<file path="config.mk">
export PLATFORM = sky130hd
export DESIGN_NAME = tile_sipo_array
export DESIGN_NICKNAME = d
export VERILOG_FILES = /design/src/rtl/tile_buf_pkg.sv /design/src/rtl/tile_sipo_lane.sv /design/src/rtl/tile_sipo_array.sv
export SDC_FILE = /design/constraint.sdc
export NUM_CORES = 1
export LEC_CHECK = 0
export CAP_MARGIN = 20
export CORE_AREA = 2 2 463 465
export DETAILED_ROUTE_END_ITERATION = 10
export DIE_AREA = 0 0 465 467
export GPL_ROUTABILITY_DRIVEN = 0
export PLACE_DENSITY = 0.36
export SETUP_SLACK_MARGIN = 0.5
export SYNTH_ARGS = -nofsm -noshare
export SYNTH_HDL_FRONTEND = slang
export SYNTH_HIERARCHICAL = 1
export SYNTH_SLANG_ARGS = --single-unit
export TNS_END_PERCENT = 30
</file>
<file path="constraint.sdc">
create_clock -name clk_i -period 2.4 [get_ports clk_i]
set_input_delay 0.24 -clock clk_i [delete_from_list [all_inputs] [get_ports clk_i]]
set_output_delay 0.24 -clock clk_i [all_outputs]
set_load 0.02 [all_outputs]
</file>
<file path="src/rtl/tile_buf_pkg.sv">
// -----------------------------------------------------------------------------
// tile_buf_pkg
// Shared types and elaboration-time helpers for the tile-gathering SIPO array.
//   slice_w()  : width of one input slice (DATA_W / NUM_GROUPS)
//   cnt_w()    : width of a per-bank fill counter able to hold 0..DEPTH
//   group_of() : which input slice feeds tile channel c
//   bank_state_t : decoded occupancy of one bank
// -----------------------------------------------------------------------------
package tile_buf_pkg;

  typedef enum logic [1:0] {
    EMPTY   = 2'd0,
    FILLING = 2'd1,
    FULL    = 2'd2
  } bank_state_t;

  function automatic int slice_w(input int data_w, input int num_groups);
    return data_w / num_groups;
  endfunction

  function automatic int cnt_w(input int depth);
    return $clog2(depth + 1);
  endfunction

  function automatic int group_of(input int c, input int num_tiles, input int num_groups);
    return c / (num_tiles / num_groups);
  endfunction

endpackage

</file>
<file path="src/rtl/tile_sipo_lane.sv">
// -----------------------------------------------------------------------------
// tile_sipo_lane
// One tile channel: serially gathers DEPTH slices into a bank and presents the
// whole bank in parallel with a pop handshake and a sticky overflow flag.
// Build option: `TILE_PINGPONG_EN gives the channel two banks (A/B) so writing
// continues into the second bank while the first is waiting to be read.
// Ports:
//   clk_i, rst_i   clock (rising edge), asynchronous active-low reset
//   wr_en_i        write strobe for this channel
//   wr_slice_i     slice routed to this channel
//   rd_en_i        pop: consumer accepts the displayed full tile
//   rd_data_o      displayed bank, word k at [k*SLICE_W +: SLICE_W]
//   tile_valid_o   displayed bank holds DEPTH words
//   is_empty_o     no words held in any bank
//   is_full_o      a write this cycle would be dropped (absent a same-cycle pop)
//   overflow_o     sticky: a write was dropped
// -----------------------------------------------------------------------------
module tile_sipo_lane
  import tile_buf_pkg::*;
#(
  parameter int SLICE_W = 64,
  parameter int DEPTH   = 4
) (
  input  logic                     clk_i,
  input  logic                     rst_i,
  input  logic                     wr_en_i,
  input  logic [SLICE_W-1:0]       wr_slice_i,
  input  logic                     rd_en_i,
  output logic [DEPTH*SLICE_W-1:0] rd_data_o,
  output logic                     tile_valid_o,
  output logic                     is_empty_o,
  output logic                     is_full_o,
  output logic                     overflow_o
);

`ifdef TILE_PINGPONG_EN
  localparam bit PINGPONG = 1'b1;
`else
  localparam bit PINGPONG = 1'b0;
`endif
  localparam int            CW       = cnt_w(DEPTH);
  localparam logic [CW-1:0] FULL_CNT = CW'(DEPTH);

  // Two banks are always declared; without ping-pong both pointers stay at
  // bank 0, so bank 1 is never written and folds away in synthesis.
  logic [SLICE_W-1:0] mem_q [2][DEPTH];
  logic [CW-1:0]      cnt_q [2];
  logic [CW-1:0]      cnt_d [2];
  logic               wr_ptr_q, wr_ptr_d;
  logic               rd_ptr_q, rd_ptr_d;
  logic               overflow_q;
  bank_state_t        state [2];

  logic               rd_fire;
  logic               release_wr_bank;
  logic               wr_fire;
  logic [CW-1:0]      wr_pos;

  always_comb begin
    for (int b = 0; b < 2; b++) begin
      if (cnt_q[b] == '0)            state[b] = EMPTY;
      else if (cnt_q[b] == FULL_CNT) state[b] = FULL;
      else                           state[b] = FILLING;
    end
  end

  // The read pointer always names the oldest bank, so the displayed bank is
  // either the oldest full one or, when none is full, the one being filled.
  assign tile_valid_o = (state[rd_ptr_q] == FULL);
  assign is_full_o    = PINGPONG ? (state[0] == FULL && state[1] == FULL) : tile_valid_o;
  assign is_empty_o   = (state[0] == EMPTY) && (state[1] == EMPTY);
  assign overflow_o   = overflow_q;

  // The write bank is only ever full when every bank is full; in that case it
  // is also the displayed bank, so a same-cycle pop frees it for the write.
  assign rd_fire         = rd_en_i & tile_valid_o;
  assign release_wr_bank = rd_fire & (rd_ptr_q == wr_ptr_q);
  assign wr_fire         = wr_en_i & (~is_full_o | release_wr_bank);

  // NOTE: every signal driven here gets a default before any branch, so no
  // path leaves it unassigned and no latch is inferred.
  always_comb begin
    cnt_d    = cnt_q;
    wr_ptr_d = wr_ptr_q;
    rd_ptr_d = rd_ptr_q;
    wr_pos   = cnt_q[wr_ptr_q];

    if (rd_fire) begin
      cnt_d[rd_ptr_q] = '0;
      if (PINGPONG) rd_ptr_d = ~rd_ptr_q;
    end

    if (release_wr_bank) wr_pos = '0;

    if (wr_fire) begin
      cnt_d[wr_ptr_q] = wr_pos + CW'(1);
      // Hand over to the other bank on the last word, with no dead cycle.
      if (PINGPONG && (wr_pos + CW'(1) == FULL_CNT)) wr_ptr_d = ~wr_ptr_q;
    end
  end

  // NOTE: state registers use non-blocking assignments so every flop samples
  // values from before the edge, independent of statement order.
  always_ff @(posedge clk_i or negedge rst_i) begin
    if (!rst_i) begin
      // NOTE: storage is reset along with the control state because rd_data_o
      // must read as zero straight out of reset.
      for (int b = 0; b < 2; b++) begin
        cnt_q[b] <= '0;
        for (int k = 0; k < DEPTH; k++) mem_q[b][k] <= '0;
      end
      wr_ptr_q   <= 1'b0;
      rd_ptr_q   <= 1'b0;
      overflow_q <= 1'b0;
    end else begin
      cnt_q    <= cnt_d;
      wr_ptr_q <= wr_ptr_d;
      rd_ptr_q <= rd_ptr_d;
      if (wr_en_i && !wr_fire) overflow_q <= 1'b1;
      // Releasing a bank only clears its count; stale words stay in place.
      for (int b = 0; b < 2; b++) begin
        for (int k = 0; k < DEPTH; k++) begin
          if (wr_fire && (wr_ptr_q == 1'(b)) && (wr_pos == CW'(k)))
            mem_q[b][k] <= wr_slice_i;
        end
      end
    end
  end

  always_comb begin
    for (int k = 0; k < DEPTH; k++)
      rd_data_o[k*SLICE_W +: SLICE_W] = mem_q[rd_ptr_q][k];
  end

endmodule

</file>
<file path="src/rtl/tile_sipo_array.sv">
// -----------------------------------------------------------------------------
// tile_sipo_array
// Tile-gathering SIPO array. The input word is split into NUM_GROUPS equal
// slices; channel c takes slice group_of(c) and gathers DEPTH of them into a
// tile that is presented in parallel to the conv/PE array.
// Build option: `TILE_PINGPONG_EN selects two banks per channel (see lane).
// Ports:
//   clk_i, rst_i   clock (rising edge), asynchronous active-low reset
//   wr_en_i        per-channel write strobe               [NUM_TILES]
//   wr_data_i      input word                             [DATA_W]
//   rd_en_i        per-channel pop                        [NUM_TILES]
//   rd_data_o      word k of tile c at [(c*DEPTH+k)*SLICE_W +: SLICE_W]
//   tile_valid_o   per-channel full tile ready            [NUM_TILES]
//   is_empty_o     per-channel no words held              [NUM_TILES]
//   is_full_o      per-channel cannot accept a write      [NUM_TILES]
//   overflow_o     per-channel sticky dropped-write flag  [NUM_TILES]
// DATA_W and NUM_TILES must both be multiples of NUM_GROUPS; DEPTH >= 2.
// -----------------------------------------------------------------------------
module tile_sipo_array
  import tile_buf_pkg::*;
#(
  parameter int DATA_W     = 128,
  parameter int NUM_TILES  = 4,
  parameter int NUM_GROUPS = 2,
  parameter int DEPTH      = 4
) (
  input  logic                                                     clk_i,
  input  logic                                                     rst_i,
  input  logic [NUM_TILES-1:0]                                     wr_en_i,
  input  logic [DATA_W-1:0]                                        wr_data_i,
  input  logic [NUM_TILES-1:0]                                     rd_en_i,
  output logic [NUM_TILES*DEPTH*slice_w(DATA_W, NUM_GROUPS)-1:0]   rd_data_o,
  output logic [NUM_TILES-1:0]                                     tile_valid_o,
  output logic [NUM_TILES-1:0]                                     is_empty_o,
  output logic [NUM_TILES-1:0]                                     is_full_o,
  output logic [NUM_TILES-1:0]                                     overflow_o
);

  localparam int SLICE_W = slice_w(DATA_W, NUM_GROUPS);
  localparam int TILE_W  = DEPTH * SLICE_W;

  for (genvar c = 0; c < NUM_TILES; c++) begin : g_lane
    localparam int G = group_of(c, NUM_TILES, NUM_GROUPS);

    tile_sipo_lane #(
      .SLICE_W (SLICE_W),
      .DEPTH   (DEPTH)
    ) u_lane (
      .clk_i        (clk_i),
      .rst_i        (rst_i),
      .wr_en_i      (wr_en_i[c]),
      .wr_slice_i   (wr_data_i[G*SLICE_W +: SLICE_W]),
      .rd_en_i      (rd_en_i[c]),
      .rd_data_o    (rd_data_o[c*TILE_W +: TILE_W]),
      .tile_valid_o (tile_valid_o[c]),
      .is_empty_o   (is_empty_o[c]),
      .is_full_o    (is_full_o[c]),
      .overflow_o   (overflow_o[c])
    );
  end

endmodule

</file>
# Word level (Yosys, flattened, before mapping)
# Index checks and enable logic that the tools add are counted.
[op_classes]
add_sub_neg = 4
n_eq_ne = 24
muxes = 28
n_bitwise = 16
n_reduce_logical = 52
[op_table]
columns = ["op", "count"]
rows = [
  ["6-bit 2-to-1 mux", 8],
  ["3-bit logical NOT", 12],
  ["2-bit 2-to-1 mux", 16],
  ["3-bit by 2-bit equality test with 1-bit output (second input constant)", 8],
  ["3-bit equality test (second input constant)", 8],
  ["1-bit logical AND", 24],
  ["2-bit logical NOT", 8],
  ["3-bit by 1-bit adder with 3-bit output (second input constant)", 4],
  ["3-bit by 1-bit equality test with 1-bit output (second input constant)", 4],
  ["3-bit 2-to-1 mux", 4],
  ["1-bit AND", 8],
  ["2-bit equality test (second input constant)", 4],
  ["2-bit nonzero test", 4],
  ["1-bit logical NOT", 4],
  ["1-bit inverter", 4],
  ["1-bit bitwise OR", 4],
]
[totals]
regBits = 1052
in_bits = 138
output_inout_bits = 1040
elab_cells = 152

# Longest topological paths before layout
# Gate-level depths: netlist (run 1).
[logic_depth]
word_depth = 9
ltp_mapped = 7
depth_no_buf = 6

# Hierarchy
# Netlist (run 1), hierarchy kept.
[by_module_without_submodules]
columns = ["module", "instances", "cells_per_inst", "area_per_inst_um2", "seq_area_each_um2"]
rows = [
  ["tile_sipo_lane (g_lane[0].u_lane ...)", 3, 568, 10166.0, 6506.2],
  ["tile_sipo_lane (g_lane[1].u_lane)", 1, 571, 10441.3, 6506.2],
]

# Least setup slack after synthesis (run 1)
# Ideal clock, no wire load.
[synth_path]
path_kind = "reg2reg"
start = "register g_lane[0].u_lane/cnt_q[3] (netlist bit)"
end = "register g_lane[0].u_lane/mem_q[259] (netlist bit)"
setup_time_ns = 0.125
t_arrival_ns = 1.838
t_required_ns = 2.275
setup_slack_ns = 0.437
stages_incl_launch_ff = 8
path_buffers = 1
synth_period_minus_slack_ns = 1.963
cell_sequence = "dfrtp_1 -> inv_1 -> ha_1 -> a21bo_4 -> ha_1 -> nand3_2 -> clkbuf_8 -> mux2_2"
[synth_between]
elab_chain_cells = 8
elab_cells_between_ends = 12
cone_classes = "eq/ne: 3; mux: 3; bitwise: 4; reduce/logical: 2"
[synth_lines]
columns = ["element", "line_no", "text"]
rows = [
  ["start, declared", "tile_sipo_lane.sv:47", "logic [CW-1:0] cnt_q [2];"],
  ["start signal, assigned", "tile_sipo_lane.sv:116", "cnt_q <= cnt_d;"],
  ["3-bit equality test", "tile_sipo_lane.sv:62", "else if (cnt_q[b] == FULL_CNT) state[b] = FULL;"],
  ["2-bit 2-to-1 mux", "tile_sipo_lane.sv:62", ""],
  ["2-bit 2-to-1 mux", "tile_sipo_lane.sv:61", "if (cnt_q[b] == '0) state[b] = EMPTY;"],
  ["2-bit equality test", "tile_sipo_lane.sv:69", "assign tile_valid_o = (state[rd_ptr_q] == FULL);"],
  ["1-bit AND / 1-bit inverter (equally long branches)", "tile_sipo_lane.sv:76, tile_sipo_lane.sv:78", ""],
  ["3-bit 2-to-1 mux / 1-bit bitwise OR (equally long branches)", "tile_sipo_lane.sv:93, tile_sipo_lane.sv:78", ""],
  ["3-bit by 2-bit equality test with 1-bit output / 1-bit AND (equally long branches)", "tile_sipo_lane.sv:123, tile_sipo_lane.sv:78", ""],
  ["1-bit logical AND (*)", "tile_sipo_lane.sv:123", "if (wr_fire && (wr_ptr_q == 1'(b)) && (wr_pos == CW'(k)))"],
  ["end signal, assigned by index", "tile_sipo_lane.sv:124", "mem_q[b][k] <= wr_slice_i;"],
  ["end, declared", "tile_sipo_lane.sv:46", "logic [SLICE_W-1:0] mem_q [2][DEPTH];"],
]
# Mark *: on every way between the ends. The rest lies on a longest branch, timed or not.
# A chain may end at the register's enable or synchronous reset.

# Worst setup path in the final report (run 1)
[layout_path]
start = "register g_lane[0].u_lane/cnt_q[4] (netlist bit)"
end = "register g_lane[0].u_lane/mem_q[274] (netlist bit)"
# The elaborated chain is that of the path after synthesis.

==> impl_metrics.env, run 1 <==
export IMPL_ant_nets=0
export IMPL_total_power_w=0.106
export IMPL_ys_ff_latch=1040
export IMPL_fillers=21226
export IMPL_cp_max_fo=7
export IMPL_cpPeakStageDelay_ns=0.35
export IMPL_fmax_ghz=0.478
export IMPL_synthArstFlopShare_pct=100
export IMPL_track_usage_pct=16.3
export IMPL_skew_ns=0.0416
export IMPL_vias_per_cell=3.88
export IMPL_worstSetupStartpoint="g_lane[0].u_lane/cnt_q[4]"
export IMPL_synthesis_area_um2=40900
export IMPL_synthDominantCellAreaShare_pct=63.6
export IMPL_syn_nets=2433
export IMPL_holdWs_ns=0.117
export IMPL_clk_pin_slew_worst_paths_ns=0.06
export IMPL_htreeDepth=4
export IMPL_synth_ff_type="dfrtp_1"
export IMPL_grt_pass1_wl_mm=247
export IMPL_power_density_nw_per_um2=1640
export IMPL_clk_latency_ns=0.79
export IMPL_cap_violations=0
export IMPL_power_leakage_nw=31.3
export IMPL_synth_cell_type_count=28
export IMPL_vias=25874
export IMPL_netlist_top_cells_count="dfrtp_1 (1040), mux2_2 (699), mux2_4 (300)"
export IMPL_syn_avg_cell_area_um2=18.0
export IMPL_cp_data_required_time_ns=3.04
export IMPL_r2r_end="g_lane[0].u_lane/mem_q[274]"
export IMPL_cts_root_buffer="clkbuf_16"
export IMPL_yosysMostFrequentCell="dfrtp_1"
export IMPL_cp_cell_sequence="inv_2, ha_4, buf_6, a21bo_4, ha_4, nand3_4, buf_12, buf_12, buf_12, buf_16, mux2_4"
export IMPL_endpoint="g_lane[0].u_lane/mem_q[274]"
export IMPL_fin_crit_ns=2.09
export IMPL_first_iter_violations=981
export IMPL_rsz0062_at_grt="true"
export IMPL_fin_crit_sh_pct=87.2
export IMPL_overflow=0
export IMPL_synth_edf_count=0
export IMPL_max_slew_worst_pin_slew_ns=0.830
export IMPL_crit_type="register to register"
export IMPL_portBuffers=1177
export IMPL_wl_mm=182
export IMPL_cts_made_buffers=138
export IMPL_cts_buffer_depth=3
export IMPL_cts_sinks=1040
export IMPL_fin_nets=3905
export IMPL_multi_input_area_um2=14100
export IMPL_hpwl_mm=131
export IMPL_antenna_found_initial=19
export IMPL_cp_slowest_cell="dfrtp_1"
export IMPL_rows=169
export IMPL_finalSetupViolCount=0
export IMPL_maxSlewHeadroom_pct=44.5
export IMPL_yosys_area_top_type="dfrtp_1"
export IMPL_synth_warnings=6
export IMPL_crit_arrival_ns=2.73
export IMPL_start_util_pct=19.3
export IMPL_grt_max_degree=85
export IMPL_cp_end_kind="register"
export IMPL_regArea_um2=26000
export IMPL_area_growth_pct=58.0
export IMPL_cts_tree="built"
export IMPL_hold_viol_final=0
export IMPL_ys_seq_area_share_pct=63.6
export IMPL_coreArea_um2=212000
export IMPL_r2r_cells=11
export IMPL_rrSetupSlack_ns=0.31
export IMPL_peakVddDrop_mv=0.669
export IMPL_hp_class="input port to asynchronous set/reset pin"
export IMPL_ios=1178
export IMPL_syn_inst=2275
export IMPL_synth_area_leaders="dfrtp_1 (64%), mux2_2 (19%), mux2_4 (11%)"
export IMPL_status="finished clean"
export IMPL_die_h_um=467
export IMPL_cpMostUsedCell="buf_12"
export IMPL_dr_pass1_iters=4
export IMPL_wl_per_cell_um=27.2
export IMPL_rr_startpoint="g_lane[0].u_lane/cnt_q[4]"
export IMPL_grt_pass1_vias=27818
export IMPL_dieArea_um2=217000
export IMPL_critPathLaunchType="register"
export IMPL_slew_viol_final=0
export IMPL_dieWidth_um=465
export IMPL_route_detailed_drc=0
export IMPL_drive_above_1_share_pct=40.2
critical path: cells and delay by family, from the launching register on:
kind                     cells  cell delay, ns
buffers and inverters        6            0.68
flip-flops                   1            0.35
AO/OA/AOI/OAI                1            0.22
AND/OR/NAND/NOR              1            0.10
adder cells (fa/ha/maj)      2            0.33
multiplexers                 1            0.30
flip-flops by register name (all words and copies together) (netlist names):
signal	cells
g_lane.u_lane/overflow_o	4
g_lane.u_lane/cnt_q	12
g_lane.u_lane/mem_q	1024
metrics by stage:
stage	TNS [ns]	instance area, um2	cells	utilization, %	worst slack, ns
floorplan	0	41000	2275	-	0.482
global placement	-0.0667	56800	6300	26.8	-0.0110
detailed placement	-0.586	56800	6300	26.8	-0.0323
CTS	0	63300	6651	29.9	0.255
global route	0	64700	6670	30.5	0.221
finish	0	64700	6677	30.6	0.307
final cells by class:
class / count / share of cell area, %
antenna: 8 / 0.0310
clock buffer: 206 / 6.21
clock inverter: 35 / 0.751
inverter: 16 / 0.0929
multi-input combinational: 1110 / 21.8
sequential: 1040 / 40.2
tap: 2821 / 5.46
timing repair buffer: 1441 / 25.4
power breakdown:
| part | total, W | internal [W] | switching (W) |
|---|---|---|---|
| registers | 0.0312 | 0.0266 | 0.00461 |
| clock network | 0.0206 | 0.0120 | 0.00855 |
| logic | 0.0543 | 0.0270 | 0.0273 |
layout by cell type (no fill, tap or decap), types with 7 or more instances in the layout:
master	n
dfrtp_1	1040
clkdlybuf4s50_1	593
mux2_2	581
mux2_4	424
dlymetal6s2s_1	347
dlygate4sd2_1	151
clkbuf_16	140
buf_4	112
buf_12	94
clkdlybuf4s15_1	55
clkbuf_1	37
clkbuf_8	31
buf_16	27
buf_6	23
mux2_1	19
clkdlybuf4s15_2	18
buf_8	17
clkinv_2	13
ha_1	12
diode_2	8
inv_1	8
inv_2	8
ha_4	8
nand3_4	7
per-layer routing:
metal | global-route usage, % | wire length, um
met1 | 19.3 | 73800
met2 | 28.0 | 90500
met3 | 5.27 | 12200
met4 | 4.60 | 5060
met5 | 0 | 80
worst min path at each step:
| stage | start | end | slack (ns) | cells after the start |
|---|---|---|---|---|
| 6_report | rst_i | g_lane[0].u_lane/mem_q[469] | 0.12 | 2 |
| 5_1_grt | rst_i | g_lane[1].u_lane/mem_q[467] | 0.1 | 2 |
| 4_1_cts | rst_i | g_lane[1].u_lane/mem_q[401] | 0.07 | 2 |
| 3_5_place_dp | rst_i | g_lane[0].u_lane/mem_q[469] | 0.32 | 1 |
| 3_3_place_gp | rst_i | g_lane[0].u_lane/mem_q[469] | 0.33 | 1 |
| 2_1_floorplan | rst_i | g_lane[0].u_lane/cnt_q[3] | -0.06 | 0 |
logic make-up after synthesis:
kind of cell / share of synthesized area [%]
simple gates: 0.651
mux: 30.9
buf+inv: 3.58
compound gates: 0.675
fa+ha+maj: 0.611
flops: 63.6
timing repair:
action / CTS / global route
pin swaps: 13 / 7
setup buffers: 87 / 16
cloned: 22 / 2
resized for setup: 534 / 413
hold endpoints to repair: 480 / 0
endpoints found under the setup margin: 1971 / 1629
hold buffers: 1 / 0
Power figures use the tool's default switching activity.
==> run 2, diff against run 1 <==
--- a/config.mk
+++ b/config.mk
@@ -10,7 +10,7 @@
 export DETAILED_ROUTE_END_ITERATION = 10
 export DIE_AREA = 0 0 465 467
 export GPL_ROUTABILITY_DRIVEN = 0
-export PLACE_DENSITY = 0.36
+export PLACE_DENSITY = 0.38
 export SETUP_SLACK_MARGIN = 0.5
 export SYNTH_ARGS = -nofsm -noshare
 export SYNTH_HDL_FRONTEND = slang
==> impl_metrics.env, run 2 (synthesis results as in run 1) <==
export IMPL_coreArea_um2=212000
export IMPL_worstHoldPathCells=2
export IMPL_max_slew_worst_pin_slew_ns=0.748
export IMPL_ios=1178
export IMPL_cp_cell_sequence="inv_2, ha_4, buf_6, a21bo_4, ha_4, nand3_4, buf_8, buf_12, buf_16, mux2_4"
export IMPL_cts_made_buffers=134
export IMPL_cp_slowest_cell="dfrtp_1"
export IMPL_vias_per_cell=3.91
export IMPL_maxSlewHeadroom_pct=50.0
export IMPL_hp_class="input port to register"
export IMPL_start_util_pct=19.3
export IMPL_finalSetupViolCount=0
export IMPL_critPathLaunchType="register"
export IMPL_drive_above_1_share_pct=40.9
export IMPL_cp_num_buf_inv=5
export IMPL_cpPeakStageDelay_ns=0.37
export IMPL_portBuffers=1177
export IMPL_rsz0062_at_grt="true"
export IMPL_clk_latency_ns=0.79
export IMPL_hold_end="g_lane[0].u_lane/cnt_q[3]"
export IMPL_crit_type="register to register"
export IMPL_dieWidth_um=465
export IMPL_slew_viol_final=0
export IMPL_r2r_cells=10
export IMPL_dr_pass1_iters=5
export IMPL_cp_max_fo=5
export IMPL_timing_setup_tns_ns=0
export IMPL_grt_pass1_wl_mm=241
export IMPL_cts_buffer_depth=3
export IMPL_rr_startpoint="g_lane[3].u_lane/cnt_q[3]"
export IMPL_cp_data_required_time_ns=3.04
export IMPL_cts_sinks=1040
export IMPL_fillers=21091
export IMPL_power_leakage_nw=31.7
export IMPL_overflow=0
export IMPL_rrSetupSlack_ns=0.26
export IMPL_regMostFlops="g_lane.u_lane/mem_q"
export IMPL_final_common_cell="dfrtp_1"
export IMPL_hold_viol_final=0
export IMPL_htreeDepth=4
export IMPL_wl_per_cell_um=26.9
export IMPL_total_power_w=0.108
export IMPL_peakVddDrop_mv=0.799
export IMPL_route_detailed_drc=0
export IMPL_track_usage_pct=15.7
export IMPL_largest_reg_flops=1024
export IMPL_cpMostUsedCell="ha_4"
export IMPL_fin_nets=3927
export IMPL_antenna_found_initial=17
export IMPL_die_h_um=467
export IMPL_cp_depth=10
export IMPL_preCtsSetupSlack_ns=0.0310
export IMPL_hpwl_mm=126
export IMPL_area_growth_pct=60.0
export IMPL_crit_arrival_ns=2.79
export IMPL_status="finished clean"
export IMPL_fin_crit_sh_pct=89.3
export IMPL_fmax_ghz=0.467
export IMPL_rows=169
export IMPL_grt_max_degree=80
export IMPL_cts_tree="built"
export IMPL_grt_pass1_vias=27729
export IMPL_wl_mm=181
export IMPL_dieArea_um2=217000
export IMPL_r2r_end="g_lane[3].u_lane/mem_q[259]"
export IMPL_vias=26240
export IMPL_path_delay_family="buffers and inverters"
export IMPL_cap_violations=0
export IMPL_cts_root_buffer="clkbuf_16"
export IMPL_utilization_pct=30.9
export IMPL_holdWs_ns=0.225
export IMPL_power_density_nw_per_um2=1650
export IMPL_fin_ws_ns=0.256
export IMPL_cp_end_kind="register"
export IMPL_final_cell_mix="dfrtp_1 (1040), clkdlybuf4s50_1 (656), mux2_4 (533)"
export IMPL_ant_nets=0
export IMPL_clk_pin_slew_worst_paths_ns=0.06
export IMPL_min_from="rd_en_i[0]"
export IMPL_fin_crit_ns=2.14
export IMPL_skew_ns=0.0417
export IMPL_first_iter_violations=1082
## run 2: cell count changes in the layout (fill, tap and decap cells not counted), sizes merged
| cell | change |
|---|---|
| inv | +2 |
| clkdlybuf4s50 | +63 |
| bufinv | +12 |
| clkdlybuf4s15 | -32 |
| buf | +10 |
| dlygate4sd3 | +2 |
| dlymetal6s2s | -51 |
| clkdlybuf4s18 | +1 |
| dlygate4sd2 | +19 |
| diode | +1 |
| clkinvlp | -1 |
| clkbuf | +2 |
## run 2: worst max path at each step
stage / from / endpoint / slack, ns
2_1_floorplan: g_lane[3].u_lane/cnt_q[3] / g_lane[3].u_lane/mem_q[259] / 0.48
3_3_place_gp: g_lane[1].u_lane/cnt_q[4] / g_lane[1].u_lane/mem_q[275] / 0.06
3_5_place_dp: g_lane[1].u_lane/cnt_q[4] / g_lane[1].u_lane/mem_q[268] / 0.03
4_1_cts: g_lane[3].u_lane/cnt_q[4] / is_empty_o[3] / 0.24
5_1_grt: g_lane[3].u_lane/cnt_q[3] / is_empty_o[3] / 0.21
6_report: g_lane[3].u_lane/cnt_q[3] / g_lane[3].u_lane/mem_q[259] / 0.26
## run 2: area by class of cell
cell class	instances	area, um2	share of cell area (%)
clock inverters	48	857	1.31
multi-input cells	1110	14500	22.2
diodes	9	22.5	0.0344
clock buffers	194	3860	5.89
repair buffers	1467	16600	25.4
flip-flops and latches	1040	26000	39.7
well taps	2821	3530	5.39
inverters	16	60.1	0.0917
## run 2: metal layers
| metal | part of all wire [%] | up-vias | track usage, % | wire (um) |
|---|---|---|---|---|
| li1 | - | 11163 | - | - |
| met1 | 42 | 13952 | 19.1 | 75700 |
| met2 | 47 | 898 | 25.6 | 84700 |
| met3 | 7.3 | 223 | 5.44 | 13200 |
| met4 | 3.9 | 4 | 6.00 | 7100 |
| met5 | 0.012 | - | 0 | 21 |
## run 2: through the flow
stage          cell area (um2)  cells
2_1_floorplan            41000   2275
3_3_place_gp             56800   6302
3_5_place_dp             56800   6302
4_1_cts                  63400   6639
5_1_grt                  65500   6698
6_report                 65500   6705
## run 2: what timing repair did
item	CTS	global route
cloned	22	17
buffers inserted	70	40
hold endpoints to repair	509	0
setup endpoints to repair	1741	1646
gates resized for setup	562	429
hold buffers	3	0
pin swaps	11	7
## run 2: power breakdown
| group | total [W] | switching [W] | internal [W] | leakage [nW] |
|---|---|---|---|---|
| registers | 0.0313 | 0.00471 | 0.0266 | 12.4 |
| clock network | 0.0215 | 0.00851 | 0.0129 | 2.30 |
| logic | 0.0551 | 0.0272 | 0.0279 | 17.0 |
==> run 3, diff against run 2 <==
--- a/config.mk
+++ b/config.mk
@@ -7,6 +7,7 @@
 export LEC_CHECK = 0
 export CAP_MARGIN = 20
 export CORE_AREA = 2 2 463 465
+export CTS_CLUSTER_DIAMETER = 150
 export DETAILED_ROUTE_END_ITERATION = 10
 export DIE_AREA = 0 0 465 467
 export GPL_ROUTABILITY_DRIVEN = 0
==> results of run 3 <==
Same layout as run 2: the final DEF is identical, and so are final timing and power.
